===== config.mk =====
export PLATFORM = sky130hd
export DESIGN_NAME = tx_chan_output_stage
export DESIGN_NICKNAME = d
export VERILOG_FILES = /design/src/rtl/tx_inband_pkg.sv /design/src/rtl/tx_strobe_decim.sv /design/src/rtl/tx_chan_output_stage.sv
export SDC_FILE = /design/constraint.sdc
export NUM_CORES = 1
export LEC_CHECK = 0
export ABC_AREA = 1
export BUFFER_PORTS_ARGS = -buffer_cell sky130_fd_sc_hd__buf_2
export CAP_MARGIN = 20
export CORE_MARGIN = 2
export CORE_UTILIZATION = 25
export CTS_CLUSTER_SIZE = 12
export DETAILED_ROUTE_END_ITERATION = 6
export GPL_ROUTABILITY_DRIVEN = 0
export SYNTH_ARGS = -nofsm -noshare
export SYNTH_HDL_FRONTEND = slang
export SYNTH_SLANG_ARGS = --single-unit

===== constraint.sdc =====
create_clock -name txclk -period 2.65 [get_ports txclk]
set_clock_uncertainty 0.05 [all_clocks]
set_input_delay 0.3975 -clock txclk [delete_from_list [all_inputs] [get_ports txclk]]
set_output_delay 0.3975 -clock txclk [all_outputs]
set_load 0.05 [all_outputs]

===== src/rtl/tx_inband_pkg.sv =====
// Shared definitions for the TX channel output stage: stop-FSM encoding,
// default widths and the saturating counter helper.
package tx_inband_pkg;

  localparam int MAX_CHAN      = 4;
  localparam int SAMPLE_W_DFLT = 16;
  localparam int TS_W_DFLT     = 32;
  localparam int RATE_W_DFLT   = 8;
  localparam int UCNT_W        = 16;

  typedef enum logic [1:0] {
    ST_RUN    = 2'd0,
    ST_ARMED  = 2'd1,
    ST_HALTED = 2'd2
  } stop_state_e;

  function automatic logic [UCNT_W-1:0] sat_inc16(input logic [UCNT_W-1:0] v);
    if (v == {UCNT_W{1'b1}}) begin
      return v;
    end else begin
      return v + UCNT_W'(1);
    end
  endfunction

endpackage


===== src/rtl/tx_strobe_decim.sv =====
// Strobe decimator: counts raw txstrobes, emits a one-cycle registered tick
// every strobe_rate+1 strobes and advances the shared timestamp on that edge.
module tx_strobe_decim
  import tx_inband_pkg::*;
#(
  parameter int RATE_W = RATE_W_DFLT,
  parameter int TS_W   = TS_W_DFLT
) (
  input  logic              txclk,
  input  logic              reset,
  input  logic              txstrobe_i,
  input  logic [RATE_W-1:0] strobe_rate_i,
  output logic              fire_o,
  output logic              tick_o,
  output logic [TS_W-1:0]   timestamp_o
);

  logic [RATE_W-1:0] dcnt_q, dcnt_d;
  logic [TS_W-1:0]   ts_q, ts_d;
  logic              tick_q;

  // fire_o marks the edge that will register tick high; the top keys its
  // sample loads and the stop comparison off it.
  assign fire_o = txstrobe_i && (dcnt_q == strobe_rate_i);

  // Next-state for the decimation counter and timestamp.
  always_comb begin
    dcnt_d = dcnt_q;
    ts_d   = ts_q;
    if (fire_o) begin
      dcnt_d = '0;
      ts_d   = ts_q + TS_W'(1);
    end else if (txstrobe_i) begin
      dcnt_d = dcnt_q + RATE_W'(1);
    end else begin
      dcnt_d = dcnt_q;
    end
  end

  // State registers.
  always_ff @(posedge txclk) begin
    if (reset) begin
      dcnt_q <= '0;
      ts_q   <= '0;
      tick_q <= 1'b0;
    end else begin
      dcnt_q <= dcnt_d;
      ts_q   <= ts_d;
      tick_q <= fire_o;
    end
  end

  assign tick_o      = tick_q;
  assign timestamp_o = ts_q;

endmodule


===== src/rtl/tx_chan_output_stage.sv =====
// TX channel output stage: shared timestamp/tick, per-channel sample
// registers, space/empty aggregation, sticky underrun and timed stop.
// Optional macro TX_UNDERRUN_COUNT_EN adds saturating per-channel underrun counters.
module tx_chan_output_stage
  import tx_inband_pkg::*;
#(
  parameter int NUM_CHAN = 2,
  parameter int SAMPLE_W = SAMPLE_W_DFLT,
  parameter int TS_W     = TS_W_DFLT,
  parameter int RATE_W   = RATE_W_DFLT
) (
  input  logic                         txclk,
  input  logic                         reset,
  input  logic                         txstrobe,
  input  logic [RATE_W-1:0]            strobe_rate,
  input  logic [NUM_CHAN-1:0]          chan_en,
  input  logic [NUM_CHAN*SAMPLE_W-1:0] chan_i_in,
  input  logic [NUM_CHAN*SAMPLE_W-1:0] chan_q_in,
  input  logic [NUM_CHAN-1:0]          chan_empty_in,
  input  logic [NUM_CHAN-1:0]          chan_space_in,
  input  logic [NUM_CHAN-1:0]          chan_underrun_in,
  input  logic                         clear_status,
  input  logic                         stop_req,
  input  logic [TS_W-1:0]              stop_time_in,
  input  logic                         resume,
  output logic                         tick,
  output logic [TS_W-1:0]              timestamp,
  output logic [NUM_CHAN*SAMPLE_W-1:0] tx_i_out,
  output logic [NUM_CHAN*SAMPLE_W-1:0] tx_q_out,
  output logic                         have_space,
  output logic                         tx_empty,
  output logic [NUM_CHAN-1:0]          underrun_sticky,
`ifdef TX_UNDERRUN_COUNT_EN
  output logic [NUM_CHAN*UCNT_W-1:0]   underrun_count,
`endif
  output logic                         halted
);

  logic        fire;
  stop_state_e state_q;
  logic [TS_W-1:0] stop_time_q;
  logic        halted_q;
  logic        halt_enter;
  logic        blank;

  tx_strobe_decim #(
    .RATE_W (RATE_W),
    .TS_W   (TS_W)
  ) u_decim (
    .txclk         (txclk),
    .reset         (reset),
    .txstrobe_i    (txstrobe),
    .strobe_rate_i (strobe_rate),
    .fire_o        (fire),
    .tick_o        (tick),
    .timestamp_o   (timestamp)
  );

  // A stop_req or resume on the matching tick takes precedence over halting.
  assign halt_enter = (state_q == ST_ARMED) && fire && (timestamp == stop_time_q)
                      && !stop_req && !resume;
  assign blank      = (state_q == ST_HALTED) || halt_enter;

  // Timed-stop FSM with registered halted flag.
  always_ff @(posedge txclk) begin
    if (reset) begin
      state_q     <= ST_RUN;
      stop_time_q <= '0;
      halted_q    <= 1'b0;
    end else if (stop_req) begin
      stop_time_q <= stop_time_in;
      state_q     <= ST_ARMED;
      halted_q    <= 1'b0;
    end else begin
      case (state_q)
        ST_RUN: begin
          state_q  <= ST_RUN;
          halted_q <= 1'b0;
        end
        ST_ARMED: begin
          if (resume) begin
            state_q  <= ST_RUN;
            halted_q <= 1'b0;
          end else if (halt_enter) begin
            state_q  <= ST_HALTED;
            halted_q <= 1'b1;
          end else begin
            state_q  <= ST_ARMED;
            halted_q <= 1'b0;
          end
        end
        ST_HALTED: begin
          if (resume) begin
            state_q  <= ST_RUN;
            halted_q <= 1'b0;
          end else begin
            state_q  <= ST_HALTED;
            halted_q <= 1'b1;
          end
        end
        default: begin
          state_q  <= ST_RUN;
          halted_q <= 1'b0;
        end
      endcase
    end
  end

  assign halted = halted_q;

  // Disabled channels are "don't care" for both aggregates.
  assign have_space = &(chan_space_in | ~chan_en);
  assign tx_empty   = &(chan_empty_in | ~chan_en);

  for (genvar k = 0; k < NUM_CHAN; k++) begin : g_chan
    logic [SAMPLE_W-1:0] i_q, i_d, q_q, q_d;
    logic                sticky_q, sticky_d;
    logic                qual_s;
    logic                pass_s;

    assign qual_s = chan_underrun_in[k] & chan_en[k];
    assign pass_s = chan_en[k] & ~chan_empty_in[k] & ~blank;

    // Sample load on tick edges, hold otherwise.
    always_comb begin
      i_d      = i_q;
      q_d      = q_q;
      sticky_d = qual_s | (sticky_q & ~clear_status);
      if (fire) begin
        if (pass_s) begin
          i_d = chan_i_in[k*SAMPLE_W +: SAMPLE_W];
          q_d = chan_q_in[k*SAMPLE_W +: SAMPLE_W];
        end else begin
          i_d = '0;
          q_d = '0;
        end
      end else begin
        i_d = i_q;
        q_d = q_q;
      end
    end

    // Per-channel registers.
    always_ff @(posedge txclk) begin
      if (reset) begin
        i_q      <= '0;
        q_q      <= '0;
        sticky_q <= 1'b0;
      end else begin
        i_q      <= i_d;
        q_q      <= q_d;
        sticky_q <= sticky_d;
      end
    end

    assign tx_i_out[k*SAMPLE_W +: SAMPLE_W] = i_q;
    assign tx_q_out[k*SAMPLE_W +: SAMPLE_W] = q_q;
    assign underrun_sticky[k]               = sticky_q;

`ifdef TX_UNDERRUN_COUNT_EN
    logic [UCNT_W-1:0] cnt_q, cnt_d;

    // Saturating counter; a qualified pulse beats clear_status.
    always_comb begin
      cnt_d = cnt_q;
      if (qual_s) begin
        cnt_d = sat_inc16(cnt_q);
      end else if (clear_status) begin
        cnt_d = '0;
      end else begin
        cnt_d = cnt_q;
      end
    end

    // Counter register.
    always_ff @(posedge txclk) begin
      if (reset) begin
        cnt_q <= '0;
      end else begin
        cnt_q <= cnt_d;
      end
    end

    assign underrun_count[k*UCNT_W +: UCNT_W] = cnt_q;
`endif
  end

endmodule


After elaboration in Yosys (flattened, before gate mapping)
Cells that the tools add are included.
Widths: inputs -> output; s select.
{"block": "word_totals", "ff_bits": 142, "inputBits": 118}
{"block": "op_classes", "add_sub_neg": 2, "n_eq_ne": 4, "mux": 13, "n_bitwise": 17, "reduce_logical": 12}
{"op": "$mux 16", "n": 4}
{"op": "$add 32x1->32 const B", "n": 1}
{"op": "$eq 32x32->1", "n": 1}
{"op": "$add 8x1->8 const B", "n": 1}
{"op": "$and 1x1->1", "n": 8}
{"op": "$eq 8x8->1", "n": 1}
{"op": "$mux 2", "n": 3}
{"op": "$logic_and 1x1->1", "n": 5}
{"op": "$mux 1", "n": 4}
{"op": "$not 1->1", "n": 4}
{"op": "$or 2x2->2", "n": 2}
{"op": "$pmux 2 s2", "n": 1}
{"op": "$reduce_and 2->1", "n": 2}
{"op": "$reduce_or 2->1", "n": 2}
{"op": "$eq 2x1->1 const B", "n": 1}
{"op": "$eq 2x2->1 const B", "n": 1}
{"op": "$logic_not 1->1", "n": 2}
{"op": "$not 2->2", "n": 1}
{"op": "$or 1x1->1", "n": 2}
{"op": "$pmux 1 s2", "n": 1}
{"op": "$logic_or 1x1->1", "n": 1}

Longest topological paths before layout
Gate-level depths: netlist (run 1).
{"block": "depth", "depth_word": 10, "depth_mapped": 13, "mapped_depth_nobuf": 11}

Cells and area by module
Synthesis (run 1) repeated with hierarchy kept, for this count alone.
{"block": "unflattened", "hier_cells": 1170, "area_unflattened_um2": 7563.5}
{"mod": "tx_chan_output_stage", "instances": 1, "cells_per_inst": 718, "area_each_um2": 4810.9, "seq_area_each_um2": 2001.9}
{"mod": "tx_strobe_decim", "instances": 1, "cells_per_inst": 452, "area_each_um2": 2752.6, "seq_area_each_um2": 820.8}

Least setup slack after synthesis (run 1)
No wires, ideal clock.
{"block": "synth_timing", "kind": "register to register", "from": "reg u_decim.ts_q[1], in the netlist u_decim.timestamp_o[1]", "to": "reg g_chan[0].i_q[0]", "arrival_ns": 1.738, "required_ns": 2.486, "path_slack_ns": 0.747, "path_stages_with_launch": 13, "cell_sequence": "dfxtp_1 > inv_1 > nand2_1 > nand2_1 > nor2_1 > nand2_1 > nor2_1 > nand2_1 > nor2_4 > nand3_4 > buf_6 > nand4_1 > nand2_1"}
{"block": "synth_via", "elab_chain_len": 8}
{"element": "start, declared", "line_no": "tx_strobe_decim.sv:19", "source": "logic [TS_W-1:0] ts_q, ts_d;"}
{"element": "start signal, assigned", "line_no": "tx_strobe_decim.sv:48", "source": "ts_q <= ts_d;"}
{"element": "$eq 32x32->1", "line_no": "tx_chan_output_stage.sv:60", "source": "assign halt_enter = (state_q == ST_ARMED) && fire && (timestamp == stop_time_q)"}
{"element": "$logic_and 1x1->1", "line_no": "tx_chan_output_stage.sv:60"}
{"element": "$logic_and 1x1->1 (2 in a row)", "line_no": "tx_chan_output_stage.sv:61", "source": "&& !stop_req && !resume;"}
{"element": "$logic_or 1x1->1", "line_no": "tx_chan_output_stage.sv:62", "source": "assign blank = (state_q == ST_HALTED) || halt_enter;"}
{"element": "$not 1->1", "line_no": "tx_chan_output_stage.sv:122", "source": "assign pass_s = chan_en[k] & ~chan_empty_in[k] & ~blank;"}
{"element": "$and 1x1->1", "line_no": "tx_chan_output_stage.sv:122"}
{"element": "$mux 16", "line_no": "tx_chan_output_stage.sv:130", "source": "if (pass_s) begin"}
{"element": "end signal, assigned", "line_no": "tx_chan_output_stage.sv:150", "source": "i_q <= i_d;"}
{"element": "end, declared", "line_no": "tx_chan_output_stage.sv:116", "source": "logic [SAMPLE_W-1:0] i_q, i_d, q_q, q_d;"}
Every way passes these cells.
A chain may end at the register's enable or synchronous reset.

Worst setup path after layout (run 1)
{"block": "layout_timing", "from": "reg u_decim.ts_q[26], in the netlist u_decim.timestamp_o[26]", "to": "reg g_chan[0].q_q[0]"}
{"block": "layout_via", "elab_chain_len": 8}
{"element": "$eq 32x32->1", "line_no": "tx_chan_output_stage.sv:60"}
{"element": "$logic_and 1x1->1", "line_no": "tx_chan_output_stage.sv:60"}
{"element": "$logic_and 1x1->1 (2 in a row)", "line_no": "tx_chan_output_stage.sv:61"}
{"element": "$logic_or 1x1->1", "line_no": "tx_chan_output_stage.sv:62"}
{"element": "$not 1->1", "line_no": "tx_chan_output_stage.sv:122"}
{"element": "$and 1x1->1", "line_no": "tx_chan_output_stage.sv:122"}
{"element": "$mux 16", "line_no": "tx_chan_output_stage.sv:130"}
{"element": "end signal, assigned", "line_no": "tx_chan_output_stage.sv:151", "source": "q_q <= q_d;"}
{"element": "end, declared", "line_no": "tx_chan_output_stage.sv:116"}
Every way passes these cells.

==> impl_metrics.toml, run 1 <==
[setup_path]
crit_type = "register to register"
worstPathArrival_ns = 2.45
required_ns = 2.96
critPathMaxFanout = 64
cp-start-kind = "register"
endpoint_kind = "register"

[floorplan]
std_cell_rows = 62
core_sq_um = 28500
die_w_um = 174
die_h_um = 174
start_util_pct = 25.2
die-area_sq_um = 30200
ios = 220

[drt]
drtAntennaViolNets = 0
drt_wl_total_um = 22100
drtIter0Drc = 330
detail_route.wl_per_cell_um = 13.2
post-route-drc-count = 0
first_pass_iters = 5
num_vias = 7320
avgViaCountPerCell = 4.35

[sta]
fin_setup_tns_ns = 0
report.final.setup_viol = 0
period_share_pct = 80.5
max_clock_freq_mhz = 469
slew_headroom_pct = 50.6
finalCriticalPeriod_ns = 2.13
drv_slew = 0
rsz0062_at_grt = "no"
hold_viol = 0
worst_slew_pin_slew_ns = 0.741

[synthesis]
synthCells = 1088
synth_nets = 1210
synthArstFlopShare_pct = 0
ys_ff_latch = 141
yosysWarningCount = 0
synth_area_per_cell_sq_um = 6.61
yosysSeqAreaShare_pct = 39.2
synth_ff_type = "dfxtp_1"
synth_cell_types = 31
synth_area_sq_um = 7190
synth_edf_count = 0

[clock_network]
clk_pin_slew_ns = 0.06
holdBufCountCts = 0
cts_tree = "done"
clock_path_buffers = 2
cts_setup_buffers = 0
cts_buffers = 17
clk_latency_ns = 0.42
cts_sinks = 141
cts_resized = 0
htreeDepth = 4
root_buffer = "clkbuf_16"

[cells_and_area]
drive_gt1_share_pct = 23.0
finalNetCount = 1407
syn_to_final_growth_pct = 27.2
fin_cells = 1682

[power_and_ir_drop]
finalPower_mw = 4.97
p_int_mw = 3.80
p_comb_share_pct = 7.1
peakVddDrop_mv = 0.331
clkPwrFrac_pct = 48.9
swShare_pct = 23.6
seqPwrFrac_pct = 44.0
power_density_nw_per_um2 = 543
power.leakage_nw = 4.60
p_sw_mw = 1.18

[global_routing]
grt_overflow = 0
grt_pass1_wl_um = 35800
grt_max_degree = 66
grt_pass1_vias = 6883
grt_usage_pct = 14.7
antenna_found_initial = 1

[place]
hpwl_um = 15900
portBuffers = 219
dp_cells = 1650

[run]
maxCapViolations = 0

[min_path]
worstHoldPathType = "input port to register"

[outcome]
status = "completed"
state kept, by name (all words and copies together), names as in the netlist:
| name | cells |
|---|---|
| g_chan.i_q | 32 |
| g_chan.q_q | 32 |
| g_chan.sticky_q | 2 |
| state_q | 2 |
| stop_time_q | 32 |
| u_decim.dcnt_q | 8 |
| u_decim.tick_o | 1 |
| u_decim.timestamp_o | 32 |
cell usage after synthesis (all sizes together) (5+ instances only):
cell    instances  share of area [%]
dfxtp         141                 39
xnor2           9                1.1
inv           155                8.1
o21ai          40                2.8
nand2         337                 18
nor3           18                1.5
nand4          72                6.3
a21oi          58                4.0
nor2          138                7.6
nand3          19                1.7
nor3b           5               0.52
buf            36                3.8
clkbuf         18               0.94
xor2           25                3.0
critical path: stages (launching register included):
cell and delay [ns]:
dfxtp_1 0.50, inv_1 0.13, nand2_1 0.08, nand2_1 0.04, nand2_1 0.06, nor2_1 0.05
nand3_1 0.17, nor2_4 0.07, nand3_4 0.05, buf_4 0.52, nand4_1 0.17, nand2_1 0.09
per-layer routing:
layer / track usage, % / wire, um / vias to the layer above
met1: 18.6 / 10100 / 3288
met5: 0 / 0 / -
met3: 3.36 / 1210 / 36
met2: 24.3 / 10300 / 206
met4: 5.71 / 535 / 0
li1: - / - / 3790
path summary, 6_finish.rpt:
check,to,cells past startpoint,start,slack [ns]
setup / recovery,g_chan[0].q_q[0],11,u_decim.timestamp_o[26],0.52
hold / removal,stop_time_q[10],3,stop_time_in[10],0.15
setup reg to reg,g_chan[0].q_q[0],11,u_decim.timestamp_o[26],0.52
hold reg to reg,g_chan[1].q_q[15],2,g_chan[1].q_q[15],0.40
per-stage QoR:
step	util [%]	setup WS [ns]	area (sq um)	hold slack (ns)
global placement	30.0	0.518	8560	0.382
finish	32.1	0.517	9150	0.147
floorplan	-	0.747	7190	0.389
CTS	32.1	0.489	9150	0.130
detailed placement	30.0	0.505	8560	0.384
global route	32.1	0.284	9150	0.150
kinds of logic (layout without fill, tap and decap cells):
logic type               count (synthesis)  after routing  synth area share (%)
AO/OA/AOI/OAI                          102            102                  7.20
XOR/XNOR                                34             34                  4.14
adder cells (fa/ha/maj)                  4              4                 0.696
buffers and inverters                  213            422                  13.0
flip-flops                             141            141                  39.2
other                                    0              1                     0
AND/OR/NAND/NOR                        594            594                  35.7
power by group through the flow:
stage / sequential [mW] / clock (mW) / combinational, mW
2_1_floorplan: 2.23 / 0 / 0.211
3_3_place_gp: 2.23 / 0 / 0.358
3_5_place_dp: 2.23 / 0 / 0.359
4_1_cts: 2.19 / 2.50 / 0.361
5_1_grt: 2.19 / 2.60 / 0.405
6_report: 2.19 / 2.43 / 0.354
area by class of cell:
type	count	area [sq um]
Multi-Input combinational cell	734	3440
Fill cell	3207	19400
Clock inverter	11	144
Clock buffer	20	447
Timing Repair Buffer	232	1220
Antenna cell	1	2.50
Sequential cell	141	2820
Tap cell	384	480
Inverter	159	597
cells in the final DEF, fill, tap and decap left out, drive strengths merged, types with 20 or more instances in the layout:
cell,synthesis,final
inv,155,155
dfxtp,141,141
o21ai,40,40
nand2,337,337
buf,36,232
xor2,25,25
nand4,72,72
clkbuf,18,20
nor2,138,138
a21oi,58,58
(Power assumes the default switching activity.)
==> run 2: changes to the inputs <==
clock period = 1.8 ns   (was 2.65 ns; I/O delays follow)
==> run 2 against run 1 <==
Effect of this change:
- the flow now finishes with violations (negative setup slack)
- cell count rose by 2.8%
- first-iteration DRC count rose by 37%
- combinational power is 56% higher
- sequential share of layout area is 1.7 points lower
==> impl_metrics.toml, run 2 (same netlist as run 1, synthesis figures left out) <==
[setup_path]
path_cells = "inv_2 -> ha_4 -> a21boi_2 -> nand2_1 -> nor2_2 -> nand3_2 -> nor2_4 -> nand3_4 -> buf_12 -> buf_16 -> nand4_1 -> nand2_1"
required_ns = 2.06
cp-start-kind = "register"
crit_type = "register to register"
crit_family = "simple AND/OR/NAND/NOR gates"
endpoint_kind = "register"
rr_endpoint = "g_chan[0].q_q[5]"
worstPathArrival_ns = 2.08
cp_num_buf_inv = 3
cp_slowest_cell = "dfxtp_2"
slowest_delay_ns = 0.32
critPathMaxFanout = 8
cpMostUsedCell = "nand2_1"
rrSetupSlack_ns = -0.02
r2r_cells = 12
rr_startpoint = "state_q[1]"

[cells_and_area]
final_core_util_pct = 34.6
regArea_sq_um = 2870
finalNetCount = 1454
drive_gt1_share_pct = 30.4
fin_cells = 1729
syn_to_final_growth_pct = 37.2
mostFrequentLayoutCells = "nand2_1, buf_2, inv_1, nor2_1, dfxtp_1"
n_fill_cell = 3204
final_common_cell = "nand2_1"
multi_input_area_sq_um = 3540
num_antenna_cells = 0

[drt]
num_vias = 7566
detail_route.wl_per_cell_um = 13.7
drtAntennaViolNets = 0
drtIter0Drc = 452
avgViaCountPerCell = 4.38
first_pass_iters = 5
post-route-drc-count = 0
drt_wl_total_um = 23800

[place]
portBuffers = 219
dp_cells = 1684
hpwl_um = 16400

[global_routing]
grt_max_degree = 66
antenna_found_initial = 1
grt_overflow = 0
grt_usage_pct = 15.6
grt_pass1_vias = 7020
grt_pass1_wl_um = 37600

[sta]
report.final.setup_viol = 52
max_clock_freq_mhz = 549
finalCriticalPeriod_ns = 1.82
hold_slack_ns = 0.0201
slew_headroom_pct = 63.8
worst_slew_pin_slew_ns = 0.542
finalWorstSetupSlack_ns = -0.0223
period_share_pct = 101
drv_slew = 0
hold_viol = 0
fin_setup_tns_ns = -0.600
rsz0062_at_grt = "yes"

[floorplan]
die_h_um = 174
die-area_sq_um = 30200
std_cell_rows = 62
start_util_pct = 25.2
core_sq_um = 28500
die_w_um = 174
ios = 220

[min_path]
worstHoldPathType = "input port to register"
whs_path_depth = 3
hold_start = "stop_time_in[10]"
hold_end = "stop_time_q[10]"

[clock_network]
holdBufCountCts = 0
clock_path_buffers = 2
htreeDepth = 4
cts_buffers = 17
cts_tree = "done"
root_buffer = "clkbuf_16"
clk_latency_ns = 0.42
cts_sinks = 141
clk_pin_slew_ns = 0.07

[power_and_ir_drop]
peakVddDrop_mv = 0.541
power_density_nw_per_um2 = 728
power.leakage_nw = 5.01
finalPower_mw = 7.19

[outcome]
status = "finished with violations"
violations = "negative setup slack"

[run]
maxCapViolations = 0
run 2: tightest hold or removal path: cells and delay by family:
family / cells / cell delay, ns
buffers and inverters: 1 / 0.07
AND/OR/NAND/NOR: 2 / 0.11
run 2: how the worst max path moves through the flow:
stage | from | to | slack, ns | cells after the start
6_report | state_q[1] | g_chan[0].q_q[5] | -0.02 | 12
3_3_place_gp | state_q[1] | g_chan[0].q_q[12] | -0.09 | 11
4_1_cts | state_q[1] | g_chan[0].q_q[3] | -0.03 | 12
3_5_place_dp | state_q[1] | g_chan[1].q_q[5] | -0.09 | 11
2_1_floorplan | u_decim.timestamp_o[4] | g_chan[0].i_q[0] | 0.05 | 9
5_1_grt | state_q[1] | g_chan[0].q_q[2] | -0.17 | 12
run 2: routing by layer:
metal / wire, um / vias up / GRT usage (%)
met4: 615 / 2 / 5.67
met3: 1130 / 41 / 3.05
met2: 11100 / 209 / 25.7
li1: - / 3891 / -
met5: 13 / - / 0
met1: 10900 / 3423 / 20.3
run 2: cell type report:
cell class	instances	area share [%]
clock buffer	18	4.45
clock inverter	14	1.24
inverter	159	6.07
multi-input combinational	734	35.8
sequential	141	29.1
tap	384	4.87
timing repair buffer	279	18.4
run 2: repair_timing:
item                       CTS  global route
cloned                       7             0
gates resized for setup     21            23
setup buffers                4             2
setup endpoints to repair   64            83
hold endpoints to repair     0             0
pin swaps                    6            10
run 2: where the power goes:
part	internal [mW]	switching, mW	total (mW)
registers	3.18	0.0377	3.21
logic	0.222	0.329	0.551
clock network	1.86	1.57	3.42
run 2: per-stage QoR:
step / setup slack, ns / cell area (sq um)
floorplan: 0.0467 / 7230
global placement: -0.0909 / 8920
detailed placement: -0.0899 / 8920
CTS: -0.0306 / 9780
global route: -0.172 / 9870
finish: -0.0223 / 9870
==> run 3: changes to the inputs <==
HOLD_SLACK_MARGIN = 0.1   (was unset)
==> run 3 against run 2 <==
Effect of this change:
- the run still ends with negative setup slack left
- sequential power barely moved
- cell count rose by 1.5%
- first-iteration DRC count rose by 5.3%
- non-clock buffer count rose by 25
- critical path depth did not move
- count of clock-buffer cells in the layout did not move
- setup slack got worse by 0.0061 ns
- via count rose by 1.8%
- clock power barely moved
- largest cell class unchanged
==> impl_metrics.toml, run 3 (same netlist as run 1, synthesis figures left out) <==
[outcome]
status = "finished with violations"
violations = "negative setup slack"

[drt]
drt_wl_total_um = 24000
first_pass_iters = 5
post-route-drc-count = 0
drtIter0Drc = 476
drtAntennaViolNets = 0
detail_route.wl_per_cell_um = 13.7
avgViaCountPerCell = 4.39
num_vias = 7705

[power_and_ir_drop]
power.leakage_nw = 5.11
power_density_nw_per_um2 = 715
finalPower_mw = 7.24
peakVddDrop_mv = 0.540

[clock_network]
clk_pin_slew_ns = 0.06
clock_path_buffers = 2
cts_buffers = 17
cts_sinks = 141
htreeDepth = 4
root_buffer = "clkbuf_16"
clk_latency_ns = 0.42
cts_tree = "done"

[sta]
max_clock_freq_mhz = 547
finalWorstSetupSlack_ns = -0.0284
finalCriticalPeriod_ns = 1.83
rsz0062_at_grt = "yes"
slew_headroom_pct = 63.0
worst_slew_pin_slew_ns = 0.555
drv_slew = 0
report.final.setup_viol = 59
period_share_pct = 102
fin_setup_tns_ns = -0.681
hold_viol = 0

[cells_and_area]
n_fill_cell = 3188
final_common_cell = "nand2_1"
regArea_sq_um = 2870
drive_gt1_share_pct = 29.9
syn_to_final_growth_pct = 40.7
final_core_util_pct = 35.5
fin_cells = 1755
mostFrequentLayoutCells = "nand2_1, buf_2, inv_1, nor2_1, dfxtp_1"
multi_input_area_sq_um = 3540
finalNetCount = 1479

[global_routing]
grt_pass1_wl_um = 37900
use_met3_pct = 2.85
grt_max_degree = 66
grt_usage_pct = 15.7
grt_overflow = 0
grt_pass1_vias = 7136
grtUsageMet1_pct = 20.4
antenna_found_initial = 1
met2_usage_pct = 26.2
top_usage_layer = "met2"

[setup_path]
cp_slowest_cell = "dfxtp_2"
cp-start-kind = "register"
path_cells = "inv_2 -> ha_4 -> a21boi_2 -> nand2_1 -> nor2_2 -> nand3_2 -> nor2_4 -> nand3_4 -> buf_12 -> buf_16 -> nand4_1 -> nand2_1"
crit_start = "state_q[1]"
worstPathArrival_ns = 2.08
critPathMaxFanout = 8
required_ns = 2.05
crit_type = "register to register"
rrSetupSlack_ns = -0.03
cpMostUsedCell = "nand2_1"
rr_startpoint = "state_q[1]"
endpoint_kind = "register"
slowest_delay_ns = 0.32

[place]
portBuffers = 219
hpwl_um = 16400
dp_cells = 1684

[run]
maxCapViolations = 0

[floorplan]
die_w_um = 174
die_h_um = 174
core_sq_um = 28500
die-area_sq_um = 30200
std_cell_rows = 62
start_util_pct = 25.2
ios = 220

[min_path]
hold_start = "stop_time_in[18]"
worstHoldPathType = "input port to register"
==> run 3: cell types whose count changed in the layout (fill, tap and decap cells not counted) <==
| cell | before | now |
|---|---|---|
| diode_2 | 0 | 1 |
| dlygate4sd3_1 | 0 | 25 |
==> run 3: cell type report <==
cell class,instances,share of cell area [%]
sequential,141,28.4
antenna,1,0.0247
tap,384,4.74
timing repair buffer,304,20.4
multi-input combinational,734,34.9
inverter,159,5.92
clock inverter,14,1.21
clock buffer,18,4.34
==> run 3: path summary, 6_finish.rpt <==
path / cells past startpoint / endpoint
hold / removal: 3 / stop_time_q[18]
setup reg to reg: 12 / g_chan[0].q_q[3]
hold reg to reg: 2 / g_chan[1].i_q[7]
setup / recovery: 12 / g_chan[0].q_q[3]
==> run 3: layer usage <==
metal	part of all wire, %	up-vias	wire [um]
met5	0	-	0
met4	2.1	0	512
met3	4.3	33	1030
met2	47	212	11400
met1	46	3515	11100
li1	-	3945	-
==> run 3: worst max-delay path: cells and delay by family (launching register included) <==
kind                       cells  cell delay, ns
adders and majority gates      1            0.13
DFF                            1            0.32
and+or+nand+nor                7            0.71
AOI/OAI and AO/OA              1            0.14
buffers and inverters          3            0.37
==> run 3: timing repair <==
| item | in CTS | in global routing |
|---|---|---|
| gates resized for setup | 21 | 23 |
| cloned | 7 | 0 |
| setup buffers | 4 | 2 |
| hold buffers | 25 | 0 |
| pin swaps | 6 | 10 |
| endpoints found under the hold margin | 23 | 0 |
| setup endpoints to repair | 64 | 84 |
==> run 3: where the power goes <==
group / switching, mW / internal (mW)
combinational: 0.336 / 0.258
clock: 1.58 / 1.86
sequential: 0.0378 / 3.18
==> run 3: per-stage QoR <==
| stage | area [sq um] | worst slack (ns) | hold WS, ns |
|---|---|---|---|
| finish | 10100 | -0.0284 | 0.105 |
| global placement | 8920 | -0.0909 | 0.383 |
| global route | 10100 | -0.171 | 0.119 |
| floorplan | 7230 | 0.0467 | 0.355 |
| detailed placement | 8920 | -0.0899 | 0.386 |
| CTS | 10000 | -0.0306 | 0.101 |
